--- config.mk ---
export PLATFORM = sky130hd
export DESIGN_NAME = fetch_stage_flat
export DESIGN_NICKNAME = d
export VERILOG_FILES = /design/src/rtl/fetch_stage_if.sv /design/src/rtl/fetch_stage.sv /design/src/flat_wrapper.sv
export SDC_FILE = /design/constraint.sdc
export NUM_CORES = 1
export LEC_CHECK = 0
export BUFFER_PORTS_ARGS = -buffer_cell sky130_fd_sc_hd__buf_2
export CAP_MARGIN = 20
export CORE_MARGIN = 3
export CORE_UTILIZATION = 48
export DETAILED_ROUTE_END_ITERATION = 8
export PLACE_DENSITY = 0.84
export SETUP_SLACK_MARGIN = 0.2
export SYNTH_ARGS = -nofsm -noshare
export SYNTH_HDL_FRONTEND = slang
export SYNTH_SLANG_ARGS = --single-unit
export TNS_END_PERCENT = 30
--- constraint.sdc ---
create_clock -name clk -period 2.8 [get_ports clk]
set_input_delay 0.28 -clock clk [delete_from_list [all_inputs] [get_ports clk]]
set_output_delay 0.28 -clock clk [all_outputs]
set_load 0.005 [all_outputs]
--- src/rtl/fetch_stage_if.sv ---
// Instruction-memory request/response channel between the fetch stage and imem.
// The fetch stage is the master: it raises requests and consumes read data.
interface fetch_stage_if;
  logic        imem_req;
  logic [31:0] imem_addr;
  logic        imem_gnt;
  logic        imem_rvalid;
  logic [31:0] imem_rdata;

  modport master (
    output imem_req,
    output imem_addr,
    input  imem_gnt,
    input  imem_rvalid,
    input  imem_rdata
  );

  modport slave (
    input  imem_req,
    input  imem_addr,
    output imem_gnt,
    output imem_rvalid,
    output imem_rdata
  );
endinterface

--- src/rtl/fetch_stage.sv ---
// Instruction fetch stage: single outstanding imem request, branch redirect,
// and a one-entry skid buffer that absorbs a response arriving while decode stalls.
module fetch_stage #(
  parameter logic [31:0] RESET_PC = 32'h0000_0000
) (
  input  logic                 clk,
  input  logic                 rst,
  fetch_stage_if.master        imem,
  input  logic                 stall,
  input  logic                 branch_taken,
  input  logic [31:0]          branch_pc,
  input  logic [31:0]          imm_ext,
  output logic [31:0]          instr_d,
  output logic [6:0]           op_d,
  output logic [31:0]          pc_d,
  output logic [31:0]          pc_plus4_d,
  output logic                 valid_d
);

  typedef enum logic [1:0] {
    ISSUE = 2'd0,
    WAIT  = 2'd1,
    DROP  = 2'd2,
    BUF   = 2'd3
  } state_t;

  state_t      state_q, state_d;
  logic [31:0] pc_f_q, pc_f_d;
  logic [31:0] pc_req_q, pc_req_d;
  logic [31:0] buf_q, buf_d;
  logic        load;
  logic [31:0] load_data;
  logic [31:0] target;
  logic        req;

  assign target = (branch_pc + imm_ext) & 32'hFFFF_FFFC;

  // NOTE: every combinational output gets a default before the case so no path leaves it unassigned (no latches).
  always_comb begin
    state_d   = state_q;
    pc_f_d    = pc_f_q;
    pc_req_d  = pc_req_q;
    buf_d     = buf_q;
    load      = 1'b0;
    load_data = buf_q;
    req       = 1'b0;
    unique case (state_q)
      ISSUE: begin
        req = !rst;
        if (branch_taken) begin
          pc_f_d = target;
          if (imem.imem_gnt) state_d = DROP;
        end else if (imem.imem_gnt) begin
          pc_req_d = pc_f_q;
          pc_f_d   = pc_f_q + 32'd4;
          state_d  = WAIT;
        end
      end
      WAIT: begin
        if (imem.imem_rvalid) begin
          if (branch_taken) begin
            pc_f_d  = target;
            state_d = ISSUE;
          end else if (!stall) begin
            load      = 1'b1;
            load_data = imem.imem_rdata;
            state_d   = ISSUE;
          end else begin
            buf_d   = imem.imem_rdata;
            state_d = BUF;
          end
        end else if (branch_taken) begin
          pc_f_d  = target;
          state_d = DROP;
        end
      end
      DROP: begin
        // The in-flight response belongs to the squashed path; only the PC moves.
        if (branch_taken) pc_f_d = target;
        if (imem.imem_rvalid) state_d = ISSUE;
      end
      BUF: begin
        if (branch_taken) begin
          pc_f_d  = target;
          state_d = ISSUE;
        end else if (!stall) begin
          load    = 1'b1;
          state_d = ISSUE;
        end
      end
      default: state_d = ISSUE;
    endcase
  end

  assign imem.imem_req  = req;
  assign imem.imem_addr = pc_f_q;
  assign op_d           = instr_d[6:0];

  // NOTE: sequential state uses non-blocking assignments so all registers update from pre-edge values.
  always_ff @(posedge clk) begin
    if (rst) begin
      state_q    <= ISSUE;
      pc_f_q     <= RESET_PC;
      pc_req_q   <= 32'h0;
      valid_d    <= 1'b0;
      instr_d    <= 32'h0;
      pc_d       <= 32'h0;
      pc_plus4_d <= 32'h0;
    end else begin
      state_q  <= state_d;
      pc_f_q   <= pc_f_d;
      pc_req_q <= pc_req_d;
      if (branch_taken) begin
        valid_d <= 1'b0;
      end else if (load) begin
        instr_d    <= load_data;
        pc_d       <= pc_req_q;
        pc_plus4_d <= pc_req_q + 32'd4;
        valid_d    <= 1'b1;
      end else if (!stall) begin
        valid_d <= 1'b0;
      end
    end
  end

  // NOTE: the buffer data needs no reset; it is only read in BUF, which is entered after a write.
  always_ff @(posedge clk) begin
    buf_q <= buf_d;
  end

endmodule

--- src/flat_wrapper.sv ---
// flat-port wrapper written by rule: the top's interface ports become plain ports
module fetch_stage_flat 
#(
  parameter logic [31:0] RESET_PC = 32'h0000_0000
)
  (clk, rst, stall, branch_taken, branch_pc, imm_ext, instr_d, op_d, pc_d, pc_plus4_d, valid_d, imem_imem_req, imem_imem_addr, imem_imem_gnt, imem_imem_rvalid, imem_imem_rdata);
  fetch_stage_if imem_i ();
  input  logic clk;
  input  logic rst;
  input  logic stall;
  input  logic branch_taken;
  input  logic [31:0] branch_pc;
  input  logic [31:0] imm_ext;
  output logic [31:0] instr_d;
  output logic [6:0] op_d;
  output logic [31:0] pc_d;
  output logic [31:0] pc_plus4_d;
  output logic valid_d;
  output wire logic [$bits(imem_i.imem_req)-1:0] imem_imem_req;
  output wire logic [$bits(imem_i.imem_addr)-1:0] imem_imem_addr;
  input wire logic [$bits(imem_i.imem_gnt)-1:0] imem_imem_gnt;
  input wire logic [$bits(imem_i.imem_rvalid)-1:0] imem_imem_rvalid;
  input wire logic [$bits(imem_i.imem_rdata)-1:0] imem_imem_rdata;
  assign imem_imem_req = imem_i.imem_req;
  assign imem_imem_addr = imem_i.imem_addr;
  assign imem_i.imem_gnt = imem_imem_gnt;
  assign imem_i.imem_rvalid = imem_imem_rvalid;
  assign imem_i.imem_rdata = imem_imem_rdata;
  fetch_stage #(.RESET_PC(RESET_PC)) u_core (.clk(clk), .rst(rst), .imem(imem_i), .stall(stall), .branch_taken(branch_taken), .branch_pc(branch_pc), .imm_ext(imm_ext), .instr_d(instr_d), .op_d(op_d), .pc_d(pc_d), .pc_plus4_d(pc_plus4_d), .valid_d(valid_d));
endmodule
# After elaboration in Yosys (flattened, before gate mapping)

Cells that the tools add are included.

Register bits after elaboration: 195
Input port bits: 102
Output and inout bits: 137
Logic and storage cells: 56

Add/sub/neg operators: 3
Equal/unequal tests: 10
Multiplexer cells: 25
Bitwise operators: 1
Reductions and logical operators: 9

Operators by type and width:

| cell                    | count |
|---|---|
| $mux W32                | 6 |
| $add A32 B3 Y32 const B | 2 |
| $pmux W32 S2            | 1 |
| $add A32 B32 Y32        | 1 |
| $mux W2                 | 10 |
| $ne A3 B3 Y1 const B    | 3 |
| $pmux W2 S4             | 1 |
| $reduce_and A4 Y1       | 2 |
| $mux W1                 | 6 |
| $eq A2 B2 Y1 const B    | 2 |
| $ne A2 B1 Y1 const B    | 2 |
| $ne A2 B2 Y1 const B    | 2 |
| $reduce_and A2 Y1       | 2 |
| $reduce_and A3 Y1       | 1 |
| $reduce_or A3 Y1        | 1 |
| $eq A2 B1 Y1 const B    | 1 |
| $logic_not A2 Y1        | 1 |
| $pmux W1 S2             | 1 |
| $reduce_or A2 Y1        | 1 |
| $logic_not A1 Y1        | 1 |
| $not A1 Y1              | 1 |

# Logic depth before layout (Yosys ltp)

Gate-level depths: netlist of run 1.

Depth in word-level cells: 5
Gate-level depth with buffers: 10
Depth with buffers taken out: 9

# Least setup slack after synthesis of run 1

OpenSTA, ideal clock, no wires.

Path kind: input -> register
Start point: input port branch_taken
End point: register u_core.buf_q[0] (enable)
Arrival time: 2.336 ns
Slack: 0.043 ns
Stages on the path: 5
Buffers on the path: 2
Path through: clkbuf_1 > inv_1 > clkbuf_1 > nand4_1 > nor2_1

Longest elaborated chain between the ends: 2

Ends and longest elaborated chain:

| element                            | RTL line           | source |
|---|---|---|
| start, declared                    | flat_wrapper.sv:11 | `input logic branch_taken;` |
| $not A1 Y1 (no source line)        | n/a                |  |
| $reduce_and A4 Y1 (no source line) | n/a                |  |
| end signal, assigned               | fetch_stage.sv:128 | `buf_q <= buf_d;` |
| end, declared                      | fetch_stage.sv:30  | `logic [31:0] buf_q, buf_d;` |

No other way between the ends.
A chain may end at the register's enable or synchronous reset.

# Final worst setup path of run 1

Start point: register u_core.pc_req_q[2]
End point: register u_core.pc_plus4_d[30]

Longest elaborated chain between the ends: 1

Ends and longest elaborated chain:

| element                | RTL line           | source |
|---|---|---|
| start, declared        | fetch_stage.sv:29  | `logic [31:0] pc_req_q, pc_req_d;` |
| start signal, assigned | fetch_stage.sv:112 | `pc_req_q <= pc_req_d;` |
| $add A32 B3 Y32        | fetch_stage.sv:118 | `pc_plus4_d <= pc_req_q + 32'd4;` |
| end signal, assigned   | fetch_stage.sv:118 |  |
| end, declared          | fetch_stage.sv:16  | `output logic [31:0] pc_plus4_d,` |

No other way between the ends.

==> flow_summary.toml, run 1 <==
[route]
routedWlPerCell_um = 15.5
met2_length_mm = 11.1
drc = 0
first_pass_iters = 5
highest_layer = "met4"
routed-wl-met3_mm = 1.51
ant_nets = 0
vias = 8422
wl_met1_mm = 11.0
viasPerCell = 5.42
finalWirelength_mm = 24.2
drt_iter0_drc = 688

[setup_path]
path_class = "register to register"
critPathSlowestCell = "or3_1"
cp_top_family = "simple AND/OR/NAND/NOR gates"
cp_data_required_time_ns = 3.14
critPathLaunchType = "register"
crit_chain = "ha_1 > nand3_4 > nor4_4 > nand4_2 > or3_1 > or3_1 > a311oi_1"
cpPeakStageDelay_ns = 0.45
crit_fanout = 5
cpMostUsedCell = "or3_1"
cp.arrival_ns = 2.78
crit_path_end_kind = "register"
timing.reg2reg.setup_slack_ns = 0.36
path_buf_inv = 0

[placed_design]
dp_slack_ns = -0.0307
io_buffers = 232
gp_congestion = 0.847
placed_cells = 1520
dpl.hpwl_mm = 17.7
dpl_cell_area_sq_mm = 0.0106

[floorplanning]
ios = 239
coreArea_sq_mm = 0.0189
initial_utilization_pct = 49.3
die_h_um = 145
dieArea_sq_mm = 0.0211
fp.dieW_um = 145
rows = 50

[run]
maxCapViolCount = 0

[synth]
synth_commonest_cells = "nand2_1, dfxtp_1, nor2_1"
yosys_warnings = 0
synthCells = 1086
synth_enable_flop_cells = 32
yosysMostFrequentCell = "nand2_1"
async_flop_share_pct = 0
syn_area_sq_mm = 0.00931
synth.top_cell.area_share_pct = 33.3
synth-main-ff-cell = "dfxtp_1"
yosys-top-cells-area = "dfxtp_1, edfxtp_1, nand2_1"
avgSynthCellArea_sq_um = 8.57
ys_seq_area_share_pct = 43.7
synth-seq-cells = 187
yosysTopAreaCell = "dfxtp_1"
synth_cell_types = 63

[hold_path]
min_path_type = "primary input to register"

[clock_network]
numClockSinks = 187
tritoncts = "yes"
cts-hold-fix-buffers = 0
cts_root_buf = "clkbuf_16"
clock_path_buffers = 2
numCtsBuffers = 17
clkTransAtPathRegs_ns = 0.07
clk_latency_ns = 0.43
htreeDepth = 4

[sta]
setup_viol = 0
period_needed_ns = 2.44
fmax_ghz = 0.409
grt_setup_unrepaired = "true"
clock_skew_ns = 0.0105
fin_crit_sh_pct = 87.3
slew_headroom_pct = 26.9
hold_viol = 0
tightest_slew_ns = 1.09
drv_slew = 0
setup_slack_ns = 0.355

[global_routing]
grt_pass1_vias = 7745
grt_max_degree = 103
grt_pass1_wl_mm = 39.5
antenna_found_initial = 0
overflow = 0
track_usage_pct = 22.4

[power]
clockPowerShare_pct = 39.0
report.power.total_w = 0.00623
p_switching_w = 0.00177
swShare_pct = 28.4
vdd_drop_max_mv = 0.349
combPwrFrac_pct = 13.9
power_report.internal_total_w = 0.00446
seqPwrFrac_pct = 47.1
power.density_mw_per_mm2 = 554
power.leakage_nw = 4.44

[layout]
areaGrowthSynthToFinish_pct = 20.8
design_area_sq_mm = 0.0112
drive_above_1_share_pct = 23.0
fillers = 1704
final_cells = 1554
finish.utilization_pct = 59.5
fin_nets = 1415
seq_area_sq_mm = 0.00406
multiInputGateArea_sq_mm = 0.00491
diodes = 0

[outcome]
outcome = "complete, no violations"
==> flip-flops by register name, summed over array words and instances (netlist names) <==
register               flops
u_core.instr_d            32
u_core.pc_plus4_d         30
u_core.buf_q              32
u_core.valid_d             1
u_core.state_q             2
u_core.pc_req_q           30
u_core.imem.imem_addr     30
u_core.pc_d               30
==> per-layer routing <==
metal	up-vias	GRT usage (%)
met3	35	4.25
met5	-	0
met2	317	35.0
met4	0	7.93
met1	3814	31.2
li1	4256	-
==> power groups by stage <==
stage | sequential (W) | combinational (W) | clock (W)
5_1_grt | 0.00295 | 0.000961 | 0.00259
4_1_cts | 0.00293 | 0.000858 | 0.00246
3_5_place_dp | 0.00300 | 0.000851 | 0
6_report | 0.00294 | 0.000866 | 0.00243
2_1_floorplan | 0.00297 | 0.000563 | 0
3_3_place_gp | 0.00299 | 0.000829 | 0
==> cell type report <==
class / instances / area share [%]
clock buffer: 17 / 3.78
sequential: 187 / 36.1
timing repair buffer: 248 / 11.6
tap: 260 / 2.89
multi-input combinational: 817 / 43.7
clock inverter: 15 / 1.60
inverter: 10 / 0.334
==> kinds of logic after synthesis <==
family	synth area share, %
AND/OR/NAND/NOR	20.0
flip-flops	43.7
other	0.0403
adder cells (fa/ha/maj)	4.30
buffers and inverters	4.10
multiplexers	3.88
XOR/XNOR	5.46
AO/OA/AOI/OAI	18.6
==> worst register-to-register path: stages (launching register included) <==
cell and delay (ns):
dfxtp_1 0.40, ha_1 0.26, nand3_4 0.14, nor4_4 0.35, nand4_2 0.18, or3_1 0.45
or3_1 0.32, a311oi_1 0.27
==> worst paths after layout <==
path | from | to | cells past startpoint
setup / recovery | u_core.pc_req_q[2]$_SDFFE_PP0P_ | u_core.pc_plus4_d[30]$_SDFFE_PP0P_ | 7
hold / removal | imem_imem_rdata[15] | u_core.buf_q[15]$_DFFE_PP_ | 1
setup reg to reg | u_core.pc_req_q[2]$_SDFFE_PP0P_ | u_core.pc_plus4_d[30]$_SDFFE_PP0P_ | 7
hold reg to reg | u_core.pc_d[20]$_SDFFE_PP0P_ | u_core.pc_d[20]$_SDFFE_PP0P_ | 2
==> through the flow <==
step	setup TNS, ns	hold WS (ns)
CTS	0	0.0157
floorplan	0	0.379
finish	0	0.0350
global route	0	0.0158
global placement	0	0.440
detailed placement	-0.0331	0.443
==> placed cells by master, fill, tap and decap left out, drive strengths merged, types with 3 or more instances in the layout <==
master	count
nor2	118
or3	7
o22ai	3
nand2b	4
o21ai	32
mux2i	35
a21oi	111
and4	4
a311oi	7
a21o	10
nor2b	6
nand4	13
a211oi	71
buf	248
nand2	169
xnor2	35
a2111oi	5
inv	16
and3	11
and2	4
nand3	34
a31oi	8
clkinv	6
o21a	5
clkbuf	17
conb	6
dfxtp	155
nor3	29
ha	32
edfxtp	32
nor4	4
nand3b	3
xor2	23
==> repair_timing <==
| action | in CTS | in global routing |
|---|---|---|
| hold endpoints to repair | 0 | 0 |
| setup endpoints to repair | 0 | 9 |
| setup buffers | 0 | 1 |
| gates resized for setup | 0 | 1 |
Note: power is estimated with default switching activity, not from simulation.
==> run 2: changes to the inputs <==
- CORE_UTILIZATION: 48 -> 50
- CTS_BUF_LIST: default -> sky130_fd_sc_hd__clkbuf_4
- PLACE_DENSITY: 0.84 -> 0.87
==> flow_summary.toml, run 2 (synthesis gave the netlist of run 1 again) <==
[route]
viasPerCell = 5.71
first_pass_iters = 6
routed-wl-met3_mm = 2.27
routedWlPerCell_um = 16.9
met2_length_mm = 13.1
vias = 8914
drt_iter0_drc = 586
wl_met1_mm = 10.4
ant_nets = 0
drc = 0
highest_layer = "met4"
finalWirelength_mm = 26.4

[setup_path]
rr_startpoint = "u_core.pc_req_q[3]$_SDFFE_PP0P_"
path_class = "register to register"
timing.reg2reg.setup_slack_ns = 0.33
crit_path_end_kind = "register"
cp.arrival_ns = 2.97
worstRegToRegCells = 7
reg2reg_to = "u_core.pc_plus4_d[30]$_SDFFE_PP0P_"
cp_data_required_time_ns = 3.30
crit_fanout = 5
critPathLaunchType = "register"

[power]
seqPwrFrac_pct = 53.0
swShare_pct = 30.2
power_report.internal_total_w = 0.00389
clockPowerShare_pct = 30.5
p_switching_w = 0.00168
combPwrFrac_pct = 16.5
power.leakage_nw = 4.49
power.density_mw_per_mm2 = 493
vdd_drop_max_mv = 0.269
report.power.total_w = 0.00556

[layout]
design_area_sq_mm = 0.0113
fin_nets = 1450
mostFrequentLayoutCells = "buf_2, nand2_1, dfxtp_1"
layout_commonest_cell = "buf_2"
drive_above_1_share_pct = 22.7
areaGrowthSynthToFinish_pct = 21.4
top_regs = "u_core.buf_q: 32 flops, u_core.instr_d: 32 flops"
fillers = 1495

[placed_design]
io_buffers = 232
dpl_cell_area_sq_mm = 0.0106
dpl.hpwl_mm = 18.6
gp_congestion = 0.858

[floorplanning]
dieArea_sq_mm = 0.0203
initial_utilization_pct = 51.3
die_h_um = 142
rows = 49
coreArea_sq_mm = 0.0181
fp.dieW_um = 142
ios = 239

[hold_path]
min_path_type = "primary input to register"
hp-start = "imem_imem_rvalid"
min_path_cells = 3
hold_end = "u_core.state_q[1]$_SDFFE_PP0P_"

[clock_network]
tritoncts = "yes"
htreeDepth = 4
clk_latency_ns = 0.58
numCtsBuffers = 17
clkTransAtPathRegs_ns = 0.17
numClockSinks = 187
clock_path_buffers = 2
cts_root_buf = "clkbuf_4"

[sta]
grt_setup_unrepaired = "true"
fin_crit_sh_pct = 88.3
slew_headroom_pct = 54.6
setup_viol = 0
clock_skew_ns = 0.0184
period_needed_ns = 2.47
hold_viol = 0
fin_hold_ws_ns = 0.0745
fmax_ghz = 0.405
tightest_slew_ns = 0.681
drv_slew = 0

[outcome]
outcome = "complete, no violations"

[global_routing]
track_usage_pct = 24.8
antenna_found_initial = 1
grt_pass1_vias = 8362
overflow = 0
grt_pass1_wl_mm = 41.1
grt_max_degree = 89

[run]
maxCapViolCount = 0
-- run 2: layout make-up --
class | instances | area (sq um) | share of cell area (%)
timing repair buffer | 283 | 1660 | 14.7
clock buffer | 17 | 128 | 1.13
tap | 229 | 287 | 2.54
clock inverter | 15 | 209 | 1.85
antenna | 2 | 5.00 | 0.0443
inverter | 10 | 37.5 | 0.332
sequential | 187 | 4070 | 36.0
multi-input combinational | 817 | 4910 | 43.4
-- run 2: worst max path at each step --
stage | slack [ns] | to | depth (start not counted) | startpoint
after detailed placement | -0.12 | u_core.imem.imem_addr[18]$_SDFFE_PP0P_ | 9 | branch_pc[9]
after floorplan | 0.44 | u_core.imem.imem_addr[18]$_SDFFE_PP0P_ | 8 | branch_pc[9]
after CTS | 0.25 | u_core.pc_plus4_d[30]$_SDFFE_PP0P_ | 7 | u_core.pc_req_q[3]$_SDFFE_PP0P_
after global routing | 0.15 | u_core.imem.imem_addr[20]$_SDFFE_PP0P_ | 8 | u_core.imem.imem_addr[3]$_SDFFE_PP0P_
final | 0.33 | u_core.pc_plus4_d[30]$_SDFFE_PP0P_ | 7 | u_core.pc_req_q[3]$_SDFFE_PP0P_
after global placement | 0.11 | u_core.imem.imem_addr[29]$_SDFFE_PP0P_ | 10 | branch_pc[9]
-- run 2: worst max-delay path, cell delays in order, from the launching register on --
cell	delay, ns
dfxtp_2	0.40
ha_1	0.23
nand3_4	0.13
nor4_4	0.37
nand4_2	0.20
or3_1	0.45
or3_1	0.33
a311oi_1	0.27
-- run 2: what timing repair did --
| action | CTS | global route |
|---|---|---|
| hold endpoints to repair | 33 | 0 |
| setup buffers | 0 | 1 |
| endpoints found under the setup margin | 0 | 4 |
| gates resized for setup | 0 | 2 |
| hold buffers | 32 | 0 |
-- run 2: routing by layer --
layer	global-route usage (%)	vias up
met5	0	-
met4	8.95	0
met3	5.85	51
met2	42.5	380
met1	30.5	4160
li1	-	4323
-- run 2: power groups by stage --
stage / sequential (W) / clock [W] / combinational [W]
after floorplan: 0.00297 / 0 / 0.000563
after global placement: 0.00300 / 0 / 0.000843
after detailed placement: 0.00300 / 0 / 0.000864
after CTS: 0.00294 / 0.00173 / 0.000904
after global routing: 0.00296 / 0.00182 / 0.00102
final: 0.00295 / 0.00170 / 0.000919
-- run 2: stage by stage --
stage,instances,util [%],setup TNS (ns),worst slack [ns]
after detailed placement,1491,58.4,-0.234,-0.124
after global placement,1491,58.4,0,0.106
after global routing,1560,62.3,0,0.146
after CTS,1555,62.0,0,0.248
after floorplan,1091,-,0,0.438
final,1560,62.3,0,0.328
==> run 3: changes to the inputs <==
- BUFFER_PORTS_ARGS: -buffer_cell sky130_fd_sc_hd__buf_2 -> -buffer_cell sky130_fd_sc_hd__buf_4
==> flow_summary.toml, run 3 (synthesis gave the netlist of run 1 again) <==
[floorplanning]
coreArea_sq_mm = 0.0181
initial_utilization_pct = 51.3
dieArea_sq_mm = 0.0203
rows = 49
ios = 239
fp.dieW_um = 142
die_h_um = 142

[route]
finalWirelength_mm = 26.4
viasPerCell = 5.70
ant_nets = 0
vias = 8882
drc = 0
drt_iter0_drc = 604
first_pass_iters = 7
routedWlPerCell_um = 16.9

[layout]
layout_commonest_cell = "buf_4"
design_area_sq_mm = 0.0118
finish.utilization_pct = 65.0
fillers = 1493
top_regs = "u_core.buf_q: 32 flops, u_core.instr_d: 32 flops"
mostFrequentLayoutCells = "buf_4, nand2_1, dfxtp_1"
fin_nets = 1448
drive_above_1_share_pct = 22.7
areaGrowthSynthToFinish_pct = 26.7

[global_routing]
grt_pass1_vias = 8496
overflow = 0
track_usage_pct = 24.9
grt_max_degree = 94
antenna_found_initial = 1
grt_pass1_wl_mm = 41.4

[setup_path]
cp.arrival_ns = 2.91
path_class = "register to register"
crit_fanout = 14
cp_data_required_time_ns = 3.24
rr_startpoint = "u_core.state_q[1]$_SDFFE_PP0P_"
crit_path_end_kind = "register"
critPathLaunchType = "register"
cpPeakStageDelay_ns = 0.90
crit_chain = "nor2_1 > and2_1 > nor2_1 > a21oi_1 > o21ai_0 > a21oi_1"
critPathSlowestCell = "nor2_1"
crit_start = "u_core.state_q[1]$_SDFFE_PP0P_"
path_buf_inv = 0
cp_top_family = "simple AND/OR/NAND/NOR gates"

[sta]
tns_ns = 0
slew_headroom_pct = 23.9
drv_slew = 0
fmax_ghz = 0.404
clock_skew_ns = 0.0203
hold_viol = 0
period_needed_ns = 2.47
setup_viol = 0
fin_hold_ws_ns = 0.0860
fin_crit_sh_pct = 88.3
grt_setup_unrepaired = "true"
tightest_slew_ns = 1.14
setup_slack_ns = 0.328

[power]
power.leakage_nw = 4.53
vdd_drop_max_mv = 0.271
power.density_mw_per_mm2 = 459

[hold_path]
min_path_type = "primary input to register"
hp-start = "imem_imem_rvalid"

[clock_network]
clkTransAtPathRegs_ns = 0.15
numClockSinks = 187
numCtsBuffers = 17
clock_path_buffers = 2
clk_latency_ns = 0.57
tritoncts = "yes"
htreeDepth = 4
cts_root_buf = "clkbuf_4"

[placed_design]
io_buffers = 232
gp_congestion = 0.898
dpl_cell_area_sq_mm = 0.0112
dpl.hpwl_mm = 18.7
dp_slack_ns = -0.0215

[run]
maxCapViolCount = 0

[outcome]
outcome = "complete, no violations"
[run 3: changes by cell type in the layout (fill, tap and decap cells not counted), moves of 2 or more]
cell and delta:
buf_2 -231, clkbuf_4 +2, buf_4 +229, bufinv_16 -2
[run 3: worst register-to-register path, stage by stage, from the launching register on]
cell and delay, ns:
dfxtp_1 0.58, nor2_1 0.18, and2_1 0.31, nor2_1 0.90, a21oi_1 0.10, o21ai_0 0.23
a21oi_1 0.06
[run 3: power by group]
part	leakage, nW	switching [W]	internal, W	total (W)
Combinational	2.83	0.000513	0.000475	0.000988
Sequential	1.55	0.000133	0.00282	0.00295
Clock	0.157	0.000987	0.000492	0.00148
Total	4.53	0.00163	0.00379	0.00542
[run 3: per-layer routing]
metal	vias up	GRT usage, %	part of all wire [%]
li1	4325	-	-
met1	4183	29.9	41
met2	335	44.7	50
met3	39	5.81	7.1
met4	0	7.10	1.8
met5	-	0	0
[run 3: final cells by class]
class / count / area [sq um] / area share (%)
antenna: 2 / 5.00 / 0.0424
inverter: 10 / 37.5 / 0.318
sequential: 187 / 4060 / 34.4
tap: 229 / 287 / 2.43
clock inverter: 13 / 138 / 1.17
multi-input combinational: 817 / 4910 / 41.6
timing repair buffer: 281 / 2210 / 18.8
clock buffer: 19 / 143 / 1.21
[run 3: path summary, 6_finish.rpt]
path / endpoint / slack (ns) / cells after the start
setup / recovery: u_core.imem.imem_addr[26]$_SDFFE_PP0P_ / 0.33 / 6
hold / removal: u_core.state_q[1]$_SDFFE_PP0P_ / 0.09 / 3
setup reg to reg: u_core.imem.imem_addr[26]$_SDFFE_PP0P_ / 0.33 / 6
hold reg to reg: u_core.pc_d[2]$_SDFFE_PP0P_ / 0.47 / 2
[run 3: repair_timing]
item                                    CTS  global route
hold buffers                             32             0
setup buffers                             0             1
endpoints found under the hold margin    32             0
endpoints found under the setup margin    0             7
gates resized for setup                   0             2
[run 3: metrics by stage]
| stage | std cells | total power [W] |
|---|---|---|
| 2_1_floorplan | 1091 | 0.00353 |
| 3_3_place_gp | 1491 | 0.00392 |
| 3_5_place_dp | 1491 | 0.00395 |
| 4_1_cts | 1555 | 0.00544 |
| 5_1_grt | 1558 | 0.00568 |
| 6_report | 1558 | 0.00542 |
